[config.mk]
export PLATFORM = sky130hd
export DESIGN_NAME = bus_request_unit_flat
export DESIGN_NICKNAME = d
export VERILOG_FILES = /design/src/rtl/bus_request_unit_pkg.sv /design/src/rtl/bus_request_unit_if.sv /design/src/rtl/bus_request_unit_arbiter.sv /design/src/rtl/bus_request_unit.sv /design/src/flat_wrapper.sv
export SDC_FILE = /design/constraint.sdc
export NUM_CORES = 1
export LEC_CHECK = 0
export CAP_MARGIN = 40
export CORE_MARGIN = 4
export CORE_UTILIZATION = 40
export DETAILED_ROUTE_END_ITERATION = 8
export GPL_TIMING_DRIVEN = 1
export PLACE_DENSITY = 0.8
export SYNTH_ARGS = -nofsm -noshare
export SYNTH_HDL_FRONTEND = slang
export SYNTH_HIERARCHICAL = 1
export SYNTH_SLANG_ARGS = --single-unit
[constraint.sdc]
create_clock -name clk -period 5.1 [get_ports clk]
set_input_delay 0.765 -clock clk [delete_from_list [all_inputs] [get_ports clk]]
set_output_delay 0.765 -clock clk [all_outputs]
set_load 0.01 [all_outputs]
[src/rtl/bus_request_unit_pkg.sv]
// Shared types for the two-channel bus request unit: FSM states and grant encoding.
package bus_req_pkg;

  typedef enum logic [1:0] {
    IDLE = 2'd0,
    REQ  = 2'd1,
    WAIT = 2'd2
  } state_e;

  typedef enum logic {
    GNT_FETCH = 1'b0,
    GNT_DATA  = 1'b1
  } grant_e;

  // One-hot grant vector layout used between arbiter and top level.
  localparam int GNT_FETCH_BIT = 0;
  localparam int GNT_DATA_BIT  = 1;

endpackage

[src/rtl/bus_request_unit_if.sv]
// Memory-bus side of the request unit: strobes, address, write data and byte selects out, read data and busy back.
interface bus_request_unit_if #(
  parameter  int ADDR_W = 32,
  parameter  int DATA_W = 32,
  localparam int SEL_W  = DATA_W / 8
);

  logic              read_i;
  logic              write_i;
  logic [ADDR_W-1:0] adr_i;
  logic [DATA_W-1:0] cpu_dat_i;
  logic [SEL_W-1:0]  sel_i;
  logic [DATA_W-1:0] cpu_dat_o;
  logic              busy_o;

  modport master (
    output read_i, write_i, adr_i, cpu_dat_i, sel_i,
    input  cpu_dat_o, busy_o
  );

  modport slave (
    input  read_i, write_i, adr_i, cpu_dat_i, sel_i,
    output cpu_dat_o, busy_o
  );

endinterface

[src/rtl/bus_request_unit_arbiter.sv]
// Two-way round-robin arbiter: when both channels request, the one not served last wins.
module req_rr_arbiter
  import bus_req_pkg::*;
(
  input  logic       req_fetch,
  input  logic       req_data,
  input  grant_e     last_grant,
  output logic [1:0] gnt
);

  always_comb begin
    gnt = '0;
    if (req_fetch && req_data) begin
      if (last_grant == GNT_DATA) gnt[GNT_FETCH_BIT] = 1'b1;
      else                        gnt[GNT_DATA_BIT]  = 1'b1;
    end else if (req_fetch) begin
      gnt[GNT_FETCH_BIT] = 1'b1;
    end else if (req_data) begin
      gnt[GNT_DATA_BIT] = 1'b1;
    end
  end

endmodule

[src/rtl/bus_request_unit.sv]
// Arbitrates instruction-fetch and data load/store channels onto one memory bus
// through an IDLE -> REQ -> WAIT handshake with registered bus outputs and return data.
module bus_request_unit
  import bus_req_pkg::*;
#(
  parameter  int ADDR_W = 32,
  parameter  int DATA_W = 32,
  localparam int SEL_W  = DATA_W / 8
) (
  input  logic              clk,
  input  logic              rst,

  input  logic              imem_req,
  input  logic [ADDR_W-1:0] imem_adr,
  output logic [DATA_W-1:0] imem_rdata,
  output logic              imem_ready,

  input  logic              dmem_read,
  input  logic              dmem_write,
  input  logic [ADDR_W-1:0] dmem_adr,
  input  logic [DATA_W-1:0] dmem_wdata,
  input  logic [SEL_W-1:0]  dmem_be,
  output logic [DATA_W-1:0] dmem_rdata,
  output logic              dmem_ready,

  output logic              stall_o,

  bus_request_unit_if.master bus
);

  state_e            state_q, state_d;
  grant_e            gnt_q, gnt_d;
  grant_e            last_q, last_d;
  logic              op_wr_q, op_wr_d;
  logic              read_q, read_d;
  logic              write_q, write_d;
  logic [ADDR_W-1:0] adr_q, adr_d;
  logic [DATA_W-1:0] wdat_q, wdat_d;
  logic [SEL_W-1:0]  sel_q, sel_d;
  logic [DATA_W-1:0] irdata_q, irdata_d;
  logic [DATA_W-1:0] drdata_q, drdata_d;
  logic              irdy_q, irdy_d;
  logic              drdy_q, drdy_d;

  logic              fetch_pend;
  logic              data_pend;
  logic [1:0]        gnt;

  function automatic logic [ADDR_W-1:0] word_align(input logic [ADDR_W-1:0] a);
    return a & ~ADDR_W'(SEL_W - 1);
  endfunction

  // A channel whose ready is pulsing this cycle still shows its old level request;
  // masking it keeps the same transaction from being issued twice.
  assign fetch_pend = imem_req & ~irdy_q;
  assign data_pend  = (dmem_read | dmem_write) & ~drdy_q;

  req_rr_arbiter u_arb (
    .req_fetch  (fetch_pend),
    .req_data   (data_pend),
    .last_grant (last_q),
    .gnt        (gnt)
  );

  always_comb begin
    state_d  = state_q;
    gnt_d    = gnt_q;
    last_d   = last_q;
    op_wr_d  = op_wr_q;
    read_d   = 1'b0;
    write_d  = 1'b0;
    adr_d    = adr_q;
    wdat_d   = wdat_q;
    sel_d    = sel_q;
    irdata_d = irdata_q;
    drdata_d = drdata_q;
    irdy_d   = 1'b0;
    drdy_d   = 1'b0;

    case (state_q)
      IDLE: begin
        if (!bus.busy_o && (gnt != 2'b00)) begin
          state_d = REQ;
          if (gnt[GNT_FETCH_BIT]) begin
            gnt_d   = GNT_FETCH;
            op_wr_d = 1'b0;
            read_d  = 1'b1;
            adr_d   = word_align(imem_adr);
            sel_d   = '1;
          end else begin
            gnt_d = GNT_DATA;
            adr_d = word_align(dmem_adr);
            // A simultaneous read and write is served as a store only.
            if (dmem_write) begin
              op_wr_d = 1'b1;
              write_d = 1'b1;
              sel_d   = dmem_be;
              wdat_d  = dmem_wdata;
            end else begin
              op_wr_d = 1'b0;
              read_d  = 1'b1;
              sel_d   = '1;
            end
          end
        end
      end

      REQ: begin
        state_d = WAIT;
      end

      WAIT: begin
        if (!bus.busy_o) begin
          state_d = IDLE;
          last_d  = gnt_q;
          if (gnt_q == GNT_FETCH) begin
            irdata_d = bus.cpu_dat_o;
            irdy_d   = 1'b1;
          end else begin
            if (!op_wr_q) drdata_d = bus.cpu_dat_o;
            drdy_d = 1'b1;
          end
        end
      end

      default: begin
        state_d = IDLE;
      end
    endcase
  end

  always_ff @(posedge clk or negedge rst) begin
    if (!rst) begin
      state_q  <= IDLE;
      gnt_q    <= GNT_FETCH;
      last_q   <= GNT_DATA;
      op_wr_q  <= 1'b0;
      read_q   <= 1'b0;
      write_q  <= 1'b0;
      adr_q    <= '0;
      wdat_q   <= '0;
      sel_q    <= '0;
      irdata_q <= '0;
      drdata_q <= '0;
      irdy_q   <= 1'b0;
      drdy_q   <= 1'b0;
    end else begin
      state_q  <= state_d;
      gnt_q    <= gnt_d;
      last_q   <= last_d;
      op_wr_q  <= op_wr_d;
      read_q   <= read_d;
      write_q  <= write_d;
      adr_q    <= adr_d;
      wdat_q   <= wdat_d;
      sel_q    <= sel_d;
      irdata_q <= irdata_d;
      drdata_q <= drdata_d;
      irdy_q   <= irdy_d;
      drdy_q   <= drdy_d;
    end
  end

  assign bus.read_i    = read_q;
  assign bus.write_i   = write_q;
  assign bus.adr_i     = adr_q;
  assign bus.cpu_dat_i = wdat_q;
  assign bus.sel_i     = sel_q;

  assign imem_rdata = irdata_q;
  assign imem_ready = irdy_q;
  assign dmem_rdata = drdata_q;
  assign dmem_ready = drdy_q;

  assign stall_o = ((dmem_read | dmem_write) & ~drdy_q) | (imem_req & ~irdy_q);

endmodule

[src/flat_wrapper.sv]
// flat-port wrapper written by rule: the top's interface ports become plain ports
module bus_request_unit_flat import bus_req_pkg::*;
#(
  parameter  int ADDR_W = 32,
  parameter  int DATA_W = 32,
  localparam int SEL_W  = DATA_W / 8
)
  (clk, rst, imem_req, imem_adr, imem_rdata, imem_ready, dmem_read, dmem_write, dmem_adr, dmem_wdata, dmem_be, dmem_rdata, dmem_ready, stall_o, bus_read_i, bus_write_i, bus_adr_i, bus_cpu_dat_i, bus_sel_i, bus_cpu_dat_o, bus_busy_o);
  bus_request_unit_if #(.ADDR_W(ADDR_W), .DATA_W(DATA_W)) bus_i ();
  input  logic clk;
  input  logic rst;
  input  logic imem_req;
  input  logic [ADDR_W-1:0] imem_adr;
  output logic [DATA_W-1:0] imem_rdata;
  output logic imem_ready;
  input  logic dmem_read;
  input  logic dmem_write;
  input  logic [ADDR_W-1:0] dmem_adr;
  input  logic [DATA_W-1:0] dmem_wdata;
  input  logic [SEL_W-1:0] dmem_be;
  output logic [DATA_W-1:0] dmem_rdata;
  output logic dmem_ready;
  output logic stall_o;
  output wire logic [$bits(bus_i.read_i)-1:0] bus_read_i;
  output wire logic [$bits(bus_i.write_i)-1:0] bus_write_i;
  output wire logic [$bits(bus_i.adr_i)-1:0] bus_adr_i;
  output wire logic [$bits(bus_i.cpu_dat_i)-1:0] bus_cpu_dat_i;
  output wire logic [$bits(bus_i.sel_i)-1:0] bus_sel_i;
  input wire logic [$bits(bus_i.cpu_dat_o)-1:0] bus_cpu_dat_o;
  input wire logic [$bits(bus_i.busy_o)-1:0] bus_busy_o;
  assign bus_read_i = bus_i.read_i;
  assign bus_write_i = bus_i.write_i;
  assign bus_adr_i = bus_i.adr_i;
  assign bus_cpu_dat_i = bus_i.cpu_dat_i;
  assign bus_sel_i = bus_i.sel_i;
  assign bus_i.cpu_dat_o = bus_cpu_dat_o;
  assign bus_i.busy_o = bus_busy_o;
  bus_request_unit #(.ADDR_W(ADDR_W), .DATA_W(DATA_W)) u_core (.clk(clk), .rst(rst), .imem_req(imem_req), .imem_adr(imem_adr), .imem_rdata(imem_rdata), .imem_ready(imem_ready), .dmem_read(dmem_read), .dmem_write(dmem_write), .dmem_adr(dmem_adr), .dmem_wdata(dmem_wdata), .dmem_be(dmem_be), .dmem_rdata(dmem_rdata), .dmem_ready(dmem_ready), .stall_o(stall_o), .bus(bus_i));
endmodule
# Word level (Yosys, flattened, before mapping)
# Cells that the tools add are included.
[classes]
n_eq_ne = 4
mux = 27
bitwise_logic = 10
reduce_logical = 11
[op_table]
columns = ["cell", "count"]
rows = [
  ["$mux W32", 1],
  ["$mux W1", 20],
  ["$mux W4", 2],
  ["$reduce_and A4 Y1", 2],
  ["$mux W2", 3],
  ["$not A1 Y1", 6],
  ["$pmux W2 S3", 1],
  ["$reduce_and A2 Y1", 3],
  ["$reduce_and A3 Y1", 1],
  ["$and A1 B1 Y1", 2],
  ["$eq A2 B1 Y1 const B", 1],
  ["$eq A2 B2 Y1 const B", 1],
  ["$logic_and A1 B1 Y1", 2],
  ["$logic_not A2 Y1", 1],
  ["$ne A2 B1 Y1 const B", 1],
  ["$ne A2 B2 Y1 const B", 1],
  ["$or A1 B1 Y1", 2],
  ["$reduce_bool A2 Y1", 1],
  ["$logic_not A1 Y1", 1],
]
[word_totals]
regBits = 141
input_bits = 138
wordCells = 65

# Depth between registers and ports, before layout
[depth]
ltp_word = 9
ltp_mapped = 9
depth_no_buf = 7

# Modules after synthesis
# Netlist, hierarchy kept.
[modules_own_cells]
columns = ["module", "n_inst", "cells_each", "area_per_inst_um2"]
rows = [
  ["bus_request_unit", 1, 340, 5537.8],
  ["req_rr_arbiter", 1, 3, 18.8],
]

# Least setup slack after synthesis
# No wires, ideal clock.
[synth_path]
kind = "input to register"
start = "in imem_req"
end = "reg u_core.adr_q[12], in the netlist u_core/bus.adr_i[12]"
arrival_ns = 2.247
required_ns = 4.975
slack_ns = 2.728
path_stages = 6
path_buffers = 2
cell_sequence = "nor2b_1 -> a21boi_1 -> clkbuf_1 -> clkbuf_1 -> mux2_2 -> mux2_2"
[synth_between]
elab_chain_len = 6
[synth_rtl]
columns = ["item", "line", "source"]
rows = [
  ["start: declaration", "flat_wrapper.sv:12", "input logic imem_req;"],
  ["$and A1 B1 Y1 *", "bus_request_unit.sv:55", "assign fetch_pend = imem_req & ~irdy_q;"],
  ["$mux W1 or $logic_and A1 B1 Y1 (tied branches)", "bus_request_unit_arbiter.sv:16, bus_request_unit_arbiter.sv:13", ""],
  ["$mux W2 *", "bus_request_unit_arbiter.sv:13", "if (req_fetch && req_data) begin"],
  ["named net u_core.gnt[0]", "bus_request_unit.sv:47", "logic [1:0] gnt;"],
  ["$reduce_bool A2 Y1", "bus_request_unit.sv:82", "if (!bus.busy_o && (gnt != 2'b00)) begin"],
  ["$logic_and A1 B1 Y1", "bus_request_unit.sv:82", ""],
  ["$reduce_and A2 Y1 (no line)", "-", ""],
  ["end signal: assignment", "bus_request_unit.sv:154", "adr_q <= adr_d;"],
  ["end: declaration", "bus_request_unit.sv:37", "logic [ADDR_W-1:0] adr_q, adr_d;"],
]
# The timed path passes the listed nets; every way through them passes the cells marked *.
# A chain may end at the register's enable or synchronous reset.

# Worst setup path after layout
[layout_path]
start = "in dmem_write"
end = "out stall_o"
[layout_between]
elab_chain_len = 3
[layout_rtl]
columns = ["item", "line", "source"]
rows = [
  ["start: declaration", "flat_wrapper.sv:17", "input logic dmem_write;"],
  ["$or A1 B1 Y1", "-", ""],
  ["$and A1 B1 Y1", "-", ""],
  ["named net u_core.data_pend", "bus_request_unit.sv:46", "logic data_pend;"],
  ["$or A1 B1 Y1", "bus_request_unit.sv:175", "assign stall_o = ((dmem_read | dmem_write) & ~drdy_q) | (imem_req & ~irdy_q);"],
  ["end: declaration", "flat_wrapper.sv:23", "output logic stall_o;"],
]
# The timed path passes the listed nets, and every way through them passes these cells.

==> impl_results.md <==
- Routed vias: between 3000 and 4000
- Setup violators final: 0
- Post-synth top area cell: dfrtp_1
- Final critical-path setup slack: between 2 and 2.5 ns
- Top cell type's share of synthesized area: between 60 and 70%
- Clk buf depth: 2
- CP arrival: between 2 and 2.5 ns
- Total congestion overflow: 0
- DR iter-0 viols: 129
- Routed Antenna Nets: 0
- CTS root buf: clkbuf_16
- Synth cell count leaders: 156 x mux2_2, 138 x dfrtp_1, 8 x buf_2
- CTS tree: yes
- Routed vias/inst: 4.831
- Hold buffers post-CTS: 0
- Fraction of layout cells with a size suffix above 1: 31.69%
- Max cap viols: 0
- Slew @ Worst Pin: between 0.7 and 0.8 ns
- #FFs+latches synth: approximately 140
- Area of the mapped netlist: between 0.005 and 0.006 mm2
- Reg-to-Reg End: u_core/bus.adr_i[27]
- Hold_ws: roughly 0.36 ns
- R2r startpoint: u_core/last_q
- RSZ-0062 raised after global routing: no
- Setup crit start kind: primary input
- Post-CTS Setup Bufs: 0
- Top FF cell, synth: dfrtp_1
- Initial antenna violation count: 0
- Die W: 125.9 um
- Clk pwr share: between 20 and 25%
- Row cnt: 42
- Ys async rst share: 100.0%
- Vias in the first global route: ~4400
- Metal3 WL: ~1500 um
- Library cells used by synthesis: 26
- FF-to-FF path depth: 6
- DR top layer: met4
- Outcome: completed
- Die ar.: between 0.015 and 0.02 mm2
- Leakage: around 3.7 nW
- Fin area: between 0.008 and 0.009 mm2
- Internal power: 3.901 mW
- Hpwl dp: roughly 12000 um
- Setup TNS: 0 ns
- Worst setup path end: stall_o
- Tot Pwr: about 5.5 mW
- Detailed Routing Iterations Pass 1: 4
- Worst setup path category: in -> out
- Sequential-to-total area share from yosys stat: 62.62%
- Tmin final: 2.923 ns
- Final max-slew violation count: 0
- Crit share post-route: 57.32%
- Sw Pwr: around 1.6 mW
- Ports: 275
- CP Cell Sequence: clkdlybuf4s50_1, nor2_1, nor2_1, or2_2, clkdlybuf4s50_1
- Area delta synth->final: 61.43%
- Post-synth EDFFs: 0
- Clk slew on worst S/H paths: ~0.050 ns
- Sw frac: about 29%
- Slowest-stage cell, CP: clkdlybuf4s50_1
- Cell count after synthesis: 343
- Filler cells: 973
- Flop-to-flop setup slack: roughly 2.7 ns
- TritonCTS Buffers: 17
- Gpl congestion: roughly 0.84
- Routed wl met2: roughly 7600 um
- CP Data Required Time: between 4 and 5 ns
- Seq pwr share: a little over a third
- Max VDD drop: between 0.3 and 0.4 mV
- Dpl ws: between 1.5 and 2 ns
- Fin Clk Skew: 0.004025 ns
- Max Freq: around 0.34 GHz
- Mean routed wirelength per cell: around 19 um
- Syn Area/Cell: between 15 and 20 um2
- Core area: 0.01340 mm2
- TritonCTS Sinks: roughly 140
- Latest clock arrival within the worst-skew pair: 0.40 ns
- Met1 WL: 5809 um
- Pwr Density: between 600 and 700 mW/mm2
- Initial Util: approximately 41%
- Comb power frac: 42.7%
- Top cells by area, synth: dfrtp_1 62%, mux2_2 32%, buf_2 0.72%, buf_4 0.68%, o22a_1 0.63%
- Area of placed instances: between 0.008 and 0.009 mm2
- Number of remaining DRC errors: 0
- First-pass GRT wire length: 24180 um
- Hold Fails Final Rpt: 0
- Final wirelength: 15290 um
- HP Class: in -> async
- Final Net Count: 754
- H-tree levels: 4
- Largest net degree at the start of global routing: 79
- Synth warn: 6
- Crit. End Element: output pin
- Largest stage delay on the critical path: 0.51 ns
- Worst Setup SP: dmem_write
- Top-count cell post-synth: mux2_2
- Die H: roughly 130 um
- Tot GR Track Use: between 10% and 20%
- CTS resizes: 0
- Relative slew slack: 48.04%
- # diodes: 0
- Critical path fanouts, max: 3
- I/O Buffers: roughly 270
==> kinds of logic (layout without fill, tap and decap cells) <==
logic type | after synthesis | in the layout | share of synthesized area, %
other cells | 1 | 2 | 0.06749
flops | 139 | 139 | 62.62
compound gates | 8 | 8 | 1.194
buf+inv | 23 | 307 | 2.477
mux | 159 | 159 | 32.18
simple gates | 13 | 13 | 1.463
==> layer usage <==
metal  vias up  global-route usage, %
li1       1768                      -
met2       178                  33.32
met1      1907                  21.70
met3        31                  8.933
met4         0                  7.256
met5         -                      0
==> layout make-up <==
class                      instances  area (um2)  area share [%]
clock buffer                      23       498.0           5.552
multi-input combinational        182        1953           21.77
clock inverter                     8       90.09           1.004
inverter                           4       15.01          0.1674
sequential                       139        3480           38.79
tap                              176       220.2           2.455
timing repair buffer             272        2714           30.26
==> through the flow <==
step / instances / util [%]
6_report: 804 / 66.94
5_1_grt: 804 / 66.94
4_1_cts: 804 / 66.94
3_5_place_dp: 773 / 62.55
3_3_place_gp: 773 / 62.55
2_1_floorplan: 344 / -
==> power groups by stage <==
stage                     Combinational, mW  Sequential [mW]  Clock [mW]
after floorplan                       0.731             2.17           0
after global placement                 2.31             1.90           0
after detailed placement               2.36             1.95           0
after CTS                              2.37             1.93        1.23
after global routing                   2.48             2.00        1.30
final                                  2.33             1.93        1.21
==> sequential cells by signal, summed over array words and instances (netlist names) <==
name,flops
u_core/bus.cpu_dat_i,32
u_core/dmem_rdata,32
u_core/imem_rdata,32
u_core/bus.adr_i,30
u_core/bus.sel_i,4
u_core/state_q,2
u_core/bus.read_i,1
u_core/bus.write_i,1
u_core/dmem_ready,1
u_core/gnt_q,1
u_core/imem_ready,1
u_core/last_q,1
u_core/op_wr_q,1
==> cell usage in the layout, fill, tap and decap left out, types with 2 or more instances in the layout <==
cell type        instances
clkbuf_16               17
clkdlybuf4s50_1        267
and2_1                   2
bufinv_16                2
mux2i_1                  2
mux2_2                 156
buf_4                    4
nor2_1                   3
inv_2                    2
conb_1                   2
nor2b_1                  2
clkinv_2                 6
inv_1                    2
o22a_1                   4
dfrtp_1                138
clkbuf_8                 5
==> critical path, delay by kind of cell <==
family / cells / cell delay (ns)
buffers and inverters: 2 / 0.93
and+or+nand+nor: 3 / 0.47
==> worst min-delay path by stage <==
| stage | start | endpoint | slack (ns) | cells after the start |
|---|---|---|---|---|
| after floorplan | u_core/state_q[1] | u_core/state_q[1] | 0.46 | 1 |
| after global placement | u_core/bus.cpu_dat_i[8] | u_core/bus.cpu_dat_i[8] | 0.47 | 1 |
| after detailed placement | u_core/bus.sel_i[3] | u_core/bus.sel_i[3] | 0.49 | 1 |
| after CTS | rst | u_core/dmem_rdata[16] | 0.39 | 1 |
| after global routing | rst | u_core/imem_rdata[21] | 0.42 | 1 |
| final | rst | u_core/imem_rdata[15] | 0.36 | 1 |
No activity file was read; power rests on OpenSTA's default activity.
